[config.mk]
export PLATFORM = sky130hd
export DESIGN_NAME = npu_cmd_dispatch
export DESIGN_NICKNAME = d
export VERILOG_FILES = /design/src/rtl/npu_cmd_dispatch.sv
export SDC_FILE = /design/constraint.sdc
export NUM_CORES = 1
export LEC_CHECK = 0
export ABC_AREA = 1
export CORE_AREA = 2 2 135 137
export CTS_BUF_LIST = sky130_fd_sc_hd__clkbuf_16
export CTS_CLUSTER_DIAMETER = 40
export DETAILED_ROUTE_END_ITERATION = 16
export DIE_AREA = 0 0 137 139
export SLEW_MARGIN = 5
export SYNTH_ARGS = -nofsm -noshare
export SYNTH_HDL_FRONTEND = slang
export SYNTH_SLANG_ARGS = --single-unit
[constraint.sdc]
create_clock -name clk -period 3.66 [get_ports clk]
set_input_delay 0.732 -clock clk [delete_from_list [all_inputs] [get_ports clk]]
set_output_delay 0.732 -clock clk [all_outputs]
set_load 0.005 [all_outputs]
[src/rtl/npu_cmd_dispatch.sv]
// npu_cmd_dispatch
//
// Buffers decoded SPI frames in a small command FIFO and replays each one as
// a req/ack transaction to the NPU tile array. READ and STATUS results are
// parked on data_out, where spi_slave shifts them out on the next frame.
//
// Ports
//   clk, rst       system clock, asynchronous active-high reset
//   valid          one-cycle pulse per completed SPI frame
//   cmd, tile_i, tile_j, op_code, data_in   decoded frame fields
//   data_out       readback byte for spi_slave
//   tile_req       request to the tile array, held until tile_ack
//   tile_cmd       01 WRITE, 10 READ, 11 EXEC
//   tile_addr      {tile_i, tile_j}
//   tile_op        EXEC opcode
//   tile_wdata     WRITE payload
//   tile_ack       one-cycle completion pulse from the tile array
//   tile_rdata     read data, valid with tile_ack
//   busy           FIFO non-empty or a transaction still in flight
//
// Handshake: tile_req rises the cycle after a WRITE/READ/EXEC is popped and
// stays high, with every tile_* field frozen, up to and including the cycle
// tile_ack is sampled high. The following cycle (DONE) tile_req is low.
//
// Build option DISPATCH_ERRCNT_EN: adds an 8-bit saturating error counter
// (illegal commands + dropped frames) read and cleared by command 0x05.
// Without it, 0x05 is an illegal command.

module npu_cmd_dispatch #(
  parameter int DEPTH = 4,
  parameter int AW    = 2
) (
  input  logic       clk,
  input  logic       rst,
  input  logic       valid,
  input  logic [7:0] cmd,
  input  logic [2:0] tile_i,
  input  logic [2:0] tile_j,
  input  logic [2:0] op_code,
  input  logic [7:0] data_in,
  output logic [7:0] data_out,
  output logic       tile_req,
  output logic [1:0] tile_cmd,
  output logic [5:0] tile_addr,
  output logic [2:0] tile_op,
  output logic [7:0] tile_wdata,
  input  logic       tile_ack,
  input  logic [7:0] tile_rdata,
  output logic       busy
);

  localparam logic [1:0] S_IDLE  = 2'd0;
  localparam logic [1:0] S_ISSUE = 2'd1;
  localparam logic [1:0] S_DONE  = 2'd2;

  localparam logic [AW:0] FULL_CNT = (AW+1)'(DEPTH);

  // Command FIFO storage and bookkeeping
  logic [24:0]   mem [DEPTH];
  logic [AW-1:0] wr_ptr;
  logic [AW-1:0] rd_ptr;
  logic [AW:0]   count;

  logic [1:0] state;
  logic       ovf;
  logic       err;

  // Head-of-queue fields
  logic [24:0] head;
  logic [7:0]  head_cmd;
  logic [2:0]  head_i;
  logic [2:0]  head_j;
  logic [2:0]  head_op;
  logic [7:0]  head_data;

  assign head      = mem[rd_ptr];
  assign head_cmd  = head[24:17];
  assign head_i    = head[16:14];
  assign head_j    = head[13:11];
  assign head_op   = head[10:8];
  assign head_data = head[7:0];

  logic full;
  logic empty;
  logic pop;
  logic push_ok;
  logic drop;

  assign full  = (count == FULL_CNT);
  assign empty = (count == '0);
  // The FSM only consumes a command while IDLE; NOP/STATUS/illegal are
  // retired in that same cycle.
  assign pop     = (state == S_IDLE) && !empty;
  // A push into a full FIFO still fits when the head leaves in the same cycle.
  assign push_ok = valid && (!full || pop);
  assign drop    = valid && full && !pop;

  // Command decode of the head entry
  logic is_nop;
  logic is_txn;
  logic is_status;
  logic is_errcnt;
  logic illegal;
  logic status_clr;

  assign is_nop    = (head_cmd == 8'h00);
  assign is_txn    = (head_cmd == 8'h01) || (head_cmd == 8'h02) || (head_cmd == 8'h03);
  assign is_status = (head_cmd == 8'h04);
`ifdef DISPATCH_ERRCNT_EN
  assign is_errcnt = (head_cmd == 8'h05);
`else
  assign is_errcnt = 1'b0;
`endif
  assign illegal    = pop && !(is_nop || is_txn || is_status || is_errcnt);
  assign status_clr = pop && is_status;

  // STATUS reports how many entries remain queued behind itself.
  logic [AW:0] rem_cnt;
  logic [2:0]  rem3;
  logic [7:0]  status_byte;

  assign rem_cnt     = count - {{AW{1'b0}}, 1'b1};
  assign rem3        = 3'(rem_cnt);
  assign status_byte = {ovf, err, 3'b000, rem3};

  assign tile_req = (state == S_ISSUE);
  assign busy     = !empty || (state != S_IDLE);

  // FIFO storage: no reset needed, occupancy is tracked by count.
  always_ff @(posedge clk) begin
    if (push_ok) begin
      mem[wr_ptr] <= {cmd, tile_i, tile_j, op_code, data_in};
    end
  end

  always_ff @(posedge clk or posedge rst) begin
    if (rst) begin
      wr_ptr <= '0;
      rd_ptr <= '0;
      count  <= '0;
    end else begin
      if (push_ok) wr_ptr <= wr_ptr + 1'b1;
      if (pop)     rd_ptr <= rd_ptr + 1'b1;
      count <= count + {{AW{1'b0}}, push_ok} - {{AW{1'b0}}, pop};
    end
  end

`ifdef DISPATCH_ERRCNT_EN
  logic [7:0] err_cnt;
  logic [1:0] err_inc;
  logic [7:0] err_base;
  logic [8:0] err_sum;

  assign err_inc  = {1'b0, illegal} + {1'b0, drop};
  // Clear happens first so a same-cycle increment survives it.
  assign err_base = (pop && is_errcnt) ? 8'h00 : err_cnt;
  assign err_sum  = {1'b0, err_base} + {7'b0, err_inc};

  always_ff @(posedge clk or posedge rst) begin
    if (rst) begin
      err_cnt <= 8'h00;
    end else begin
      err_cnt <= err_sum[8] ? 8'hFF : err_sum[7:0];
    end
  end
`endif

  always_ff @(posedge clk or posedge rst) begin
    if (rst) begin
      state      <= S_IDLE;
      data_out   <= 8'h00;
      tile_cmd   <= 2'b00;
      tile_addr  <= 6'd0;
      tile_op    <= 3'd0;
      tile_wdata <= 8'h00;
      ovf        <= 1'b0;
      err        <= 1'b0;
    end else begin
      // A new set in the same cycle as a STATUS clear wins.
      ovf <= (ovf && !status_clr) || drop;
      err <= (err && !status_clr) || illegal;

      case (state)
        S_IDLE: begin
          if (pop) begin
            if (is_txn) begin
              // Commands 1..3 map directly onto the 2-bit tile encoding.
              tile_cmd   <= head_cmd[1:0];
              tile_addr  <= {head_i, head_j};
              tile_op    <= head_op;
              tile_wdata <= head_data;
              state      <= S_ISSUE;
            end else if (is_status) begin
              data_out <= status_byte;
            end
`ifdef DISPATCH_ERRCNT_EN
            else if (is_errcnt) begin
              data_out <= err_cnt;
            end
`endif
          end
        end
        S_ISSUE: begin
          if (tile_ack) begin
            state <= S_DONE;
            if (tile_cmd == 2'b10) data_out <= tile_rdata;
          end
        end
        S_DONE:  state <= S_IDLE;
        default: state <= S_IDLE;
      endcase
    end
  end

endmodule

## After elaboration in Yosys (flattened, before gate mapping)

Memory sizes are Yosys's and may differ from the RTL's.
Cells that the tools add are included.

| operators by class | value |
|---|---|
| shifts and indexed selects | 0 |
| bitwise logic cells | 0 |
| order comparisons | 0 |
| mux-type cells | 12 |
| reduce and logical (&&, ||, !) cells | 29 |
| add/sub/neg operators | 5 |
| equal/unequal tests | 13 |
| $mul | 0 |
| div/mod/pow operators | 0 |

Operator list:

| cell | number |
|---|---|
| $mux W8 | 5 |
| $eq A8 B2 Y1 const B | 2 |
| $pmux W8 S2 | 1 |
| $eq A8 B1 Y1 const B | 1 |
| $eq A8 B3 Y1 const B | 1 |
| $logic_and A1 B1 Y1 | 8 |
| $logic_not A8 Y1 | 1 |
| $logic_or A1 B1 Y1 | 8 |
| $ne A2 B2 Y1 const B | 4 |
| $mux W2 | 3 |
| $reduce_and A3 Y1 | 2 |
| $reduce_and A6 Y1 | 1 |
| $logic_not A1 Y1 | 5 |
| $add A2 B1 Y2 const B | 2 |
| $ne A2 B1 Y1 const B | 2 |
| $pmux W2 S2 | 1 |
| $reduce_bool A2 Y1 | 2 |
| $add A3 B1 Y3 | 1 |
| $eq A3 B3 Y1 const B | 1 |
| $logic_not A3 Y1 | 1 |
| $sub A3 B1 Y3 | 1 |
| $sub A3 B1 Y3 const B | 1 |
| $eq A2 B1 Y1 const B | 1 |
| $eq A2 B2 Y1 const B | 1 |
| 2 further kinds | 3 |

| storage, ports and cells | value |
|---|---|
| register bits | 38 |
| word-level logic and storage cells | 71 |
| bits in writable memories | 100 |
| memories | 1 |
| input port bits | 37 |
| bits in latches | 0 |
| bits in read-only memories | 0 |

Memory list:

| name | depth | bits a word | rd ports | clocked after Yosys merged registers in | wr ports | RTL line | source |
|---|---|---|---|---|---|---|---|
| mem | 4 | 25 | 1 | 0 | 1 | 59 | `logic [24:0] mem [DEPTH];` |

## Longest topological paths before layout

An unclocked memory read counts as a cell.

| depth | value |
|---|---|
| depth after elaboration | 9 |
| depth in mapped cells | 13 |

## Least setup slack after synthesis

Ideal clock, no wire load.

| timing | value |
|---|---|
| path type | register to register |
| from | reg count[1] |
| to | mem mem[0][0] (enable) |
| data arrival time | 2.016 ns |
| period minus slack after synthesis | 2.423 ns |
| setup slack | 1.237 ns |
| setup time | 0.407 ns |
| stages on the path, launching flop included | 6 |
| cells stage by stage | dfrtp_1 -> inv_1 -> ha_1 -> nand2_1 -> o21ai_1 -> nor2_1 |

| on the way | value |
|---|---|
| word-level cells in the longest chain between the ends | 7 |

RTL lines:

| element | RTL line | source |
|---|---|---|
| start, declared | 62 | `logic [AW:0] count;` |
| start signal, assigned | 144 | `count <= count + {{AW{1'b0}}, push_ok} - {{AW{1'b0}}, pop};` |
| $logic_not A3 Y1 | 90 | `assign empty = (count == '0);` |
| $logic_not A1 Y1 | 93 | `assign pop = (state == S_IDLE) && !empty;` |
| $logic_and A1 B1 Y1 | 93 |  |
| $logic_or A1 B1 Y1 (*) | 95 | `assign push_ok = valid && (!full \|\| pop);` |
| $logic_and A1 B1 Y1 (*) | 95 |  |
| $mux W1 (*) | 131 | `if (push_ok) begin` |
| $mux W1 (implied by the code) (*) | 132 | `mem[wr_ptr] <= {cmd, tile_i, tile_j, op_code, data_in};` |
| end, declared | 59 |  |

Every way passes the cells marked *; elsewhere a longest branch is shown, timed or not.

## Final worst setup path

| timing | value |
|---|---|
| from | reg count[1] |
| to | reg count[2] |

| on the way | value |
|---|---|
| word-level cells in the longest chain between the ends | 7 |

RTL lines:

| element | RTL line |
|---|---|
| $logic_not A3 Y1 | 90 |
| $logic_not A1 Y1 | 93 |
| $logic_and A1 B1 Y1 | 93 |
| $logic_or A1 B1 Y1 | 95 |
| $logic_and A1 B1 Y1 | 95 |
| $add A3 B1 Y3 | 144 |
| $sub A3 B1 Y3 (*) | 144 |

Marks and branches as above.
A chain may end at the register's enable or synchronous reset.

==> metrics.cfg <==
[placement]
gp_congestion=0.7093
port-buffer-count=65
dp_worst_setup_slack_ps=711.1
dp_hpwl_mm=6.896

[critical_path]
rr_startpoint=count[1]
critPathLaunchType=flip-flop
cp_num_buf_inv=3
cp_max_fo=8
path_cells=inv_1 -> ha_1 -> nand2_1 -> o21ai_1 -> ha_1 -> inv_1 -> ha_1 -> inv_1 -> fa_1 -> xnor2_1 -> xor2_1
rrSetupSlack_ps=910
critical-path-max-stage-delay_ps=600
path_depth=11
r2r_end=count[2]
end_kind=flip-flop
arrival_ps=3050
reg2reg_depth=11
critPathTopFamily=adder cells
worstPathRequired_ps=3960
critPathSlowestCell=o21ai_1
critPathKind=flip-flop to flip-flop

[sta]
worstMarginPinSlew_ps=872.4
fin_tns_setup_ps=0
rsz0062_at_grt=false
setup_viol=0
setup_ws_ps=907.2
hold_viol_final=0
relSlewSlack_pct=41.75
period_needed_ps=2753
maxSlewViolCount=0
fin_crit_sh_pct=75.21
skew_ps=6.070
max_freq_mhz=363.3

[synthesis]
ys_warn_count=0
synth_nets=489
syn-instance-count=443
syn_area_sq_um=5502
ys_seq_area_share_pct=71.87
syn_area_per_cell_sq_um=12.42
synth_cell_type_count=28
yosys_register_bits=138

[clock_network]
clkSinkCount=138
cts_resized=0
clkLatencyLatePin_ps=410
cts-htree-levels=4
cts_hold_buf=0
clkTransAtPathRegs_ps=60
root_buffer=clkbuf_16
cts_tree=built
cts_buffers=17
clockBufferDepth=2
postCtsSetupBuffers=0

[pwr]
power.leakage_nw=2.697
p_sw_share_pct=32.73
powerDensity_nw_per_um2=834.9
p_comb_share_pct=31.8
p_int_mw=3.914
p_clk_share_pct=28.8
ir_drop_mv=0.4302
p_seq_share_pct=39.5
power.switching_mw=1.905

[global_routing]
grt_pass1_wl_mm=17.93
antenna_found_initial=0
grt_max_degree=46
grt_usage_pct=12.47
grt_pass1_vias=3501
overflow=0

[final_layout]
fillers=1673
final_cell_mix=nand2_1, edfxtp_1, clkdlybuf4s50_1
syn2layout_area_growth_pct=26.68
mostFrequentLayoutCell=nand2_1
antenna_cells=0
layout-drive-gt1-share_pct=9.641
final_nets=562

[floorplan]
rows=49
start_util_pct=31.16
die_y_um=139
die_area_sq_um=19040
num_io_pins=66
core-area_sq_um=17660
die_x_um=137

[run]
cap_violations=0

[detailed_routing]
drt_iter0_markers=184
wl_per_cell_um=14.81
vias=3449
drc=0
vias_per_cell=4.550
drtPass1Iterations=6
antenna_left=0
routed_wl_mm=11.23

[worst_hold_path]
min_from=data_out[1]
min_to=data_out[1]
hp-class=flip-flop to flip-flop
hold-path-cell-count=2

[run_status]
outcome=finished, final reports clean

[state kept, by name, indices dropped and copies added, names as in the netlist]
name and cells:
state 2, data_out 8, wr_ptr 2, ovf 1
rd_ptr 2, tile_addr 6, tile_op 3, count 3
tile_cmd 2, tile_wdata 8, mem 100, err 1
[final cells by class]
cell class | instances | area (sq um) | area share (%)
Multi-Input combinational cell | 259 | 1336 | 19.17
Sequential cell | 138 | 3954 | 56.73
Inverter | 29 | 111.4 | 1.598
Tap cell | 229 | 286.5 | 4.111
Clock buffer | 17 | 425.4 | 6.104
Timing Repair Buffer | 71 | 695.7 | 9.982
Clock inverter | 15 | 160.2 | 2.298
[worst max-delay path by stage]
stage / slack [ps] / start / to
2_1_floorplan: 1240 / count[1] / mem[0][0]
3_3_place_gp: 770 / valid / count[2]
3_5_place_dp: 710 / valid / count[2]
4_1_cts: 880 / count[1] / count[2]
5_1_grt: 670 / count[1] / count[2]
6_report: 910 / count[1] / count[2]
[Yosys cell counts, drive strengths merged]
cell type / number / area (sq um)
nand2: 129 / 511.7
edfxtp: 100 / 3003
dfrtp: 38 / 950.9
nor2: 30 / 120.1
inv: 29 / 111.4
o21ai: 24 / 120.1
nand3: 23 / 125.1
a21oi: 20 / 100.1
a32o: 17 / 170.2
buf: 14 / 96.34
ha: 8 / 100.1
clkbuf: 3 / 13.76
xor2: 3 / 26.28
fa: 1 / 20.02
nand3b: 1 / 7.510
nand4: 1 / 6.260
nor3: 1 / 10.01
xnor2: 1 / 8.760
[tightest hold or removal path: cells and delay by family (launching register included)]
kind / cells / cell delay, ps
DFF: 1 / 340
and+or+nand+nor: 2 / 90
[kinds of logic after synthesis]
family                   Yosys count  share of synthesized area [%]
AND/OR/NAND/NOR                  185                          14.19
flip-flops                       138                          71.87
AO/OA/AOI/OAI                     61                          7.096
buffers and inverters             46                          4.025
adder cells (fa/ha/maj)            9                          2.183
XOR/XNOR                           4                         0.6369
[routing by layer]
| metal | track usage, % | share of wire, % | vias to the layer above |
|---|---|---|---|
| li1 | - | - | 1680 |
| met1 | 15.72 | 45 | 1673 |
| met2 | 20.03 | 48 | 80 |
| met3 | 4.020 | 5.0 | 16 |
| met4 | 4.449 | 1.6 | 0 |
| met5 | 0 | 0 | - |
[power by group through the flow]
stage / combinational, mW / sequential (mW) / clock [mW]
final: 1.85 / 2.30 / 1.67
after global routing: 2.11 / 2.34 / 1.78
after CTS: 1.89 / 2.30 / 1.71
after detailed placement: 1.88 / 2.33 / 0
after global placement: 1.83 / 2.31 / 0
after floorplan: 1.24 / 2.29 / 0
[through the flow]
stage	area, sq um	cells	power [mW]	hold WS, ps	utilization (%)
2_1_floorplan	5502	443	3.524	463.9	-
3_3_place_gp	6384	726	4.140	452.8	36.15
3_5_place_dp	6384	726	4.206	459.3	36.15
4_1_cts	6969	758	5.898	473.1	39.47
5_1_grt	6969	758	6.223	487.0	39.47
6_report	6969	758	5.818	471.9	39.47
No activity file was read; power rests on OpenSTA's default activity.
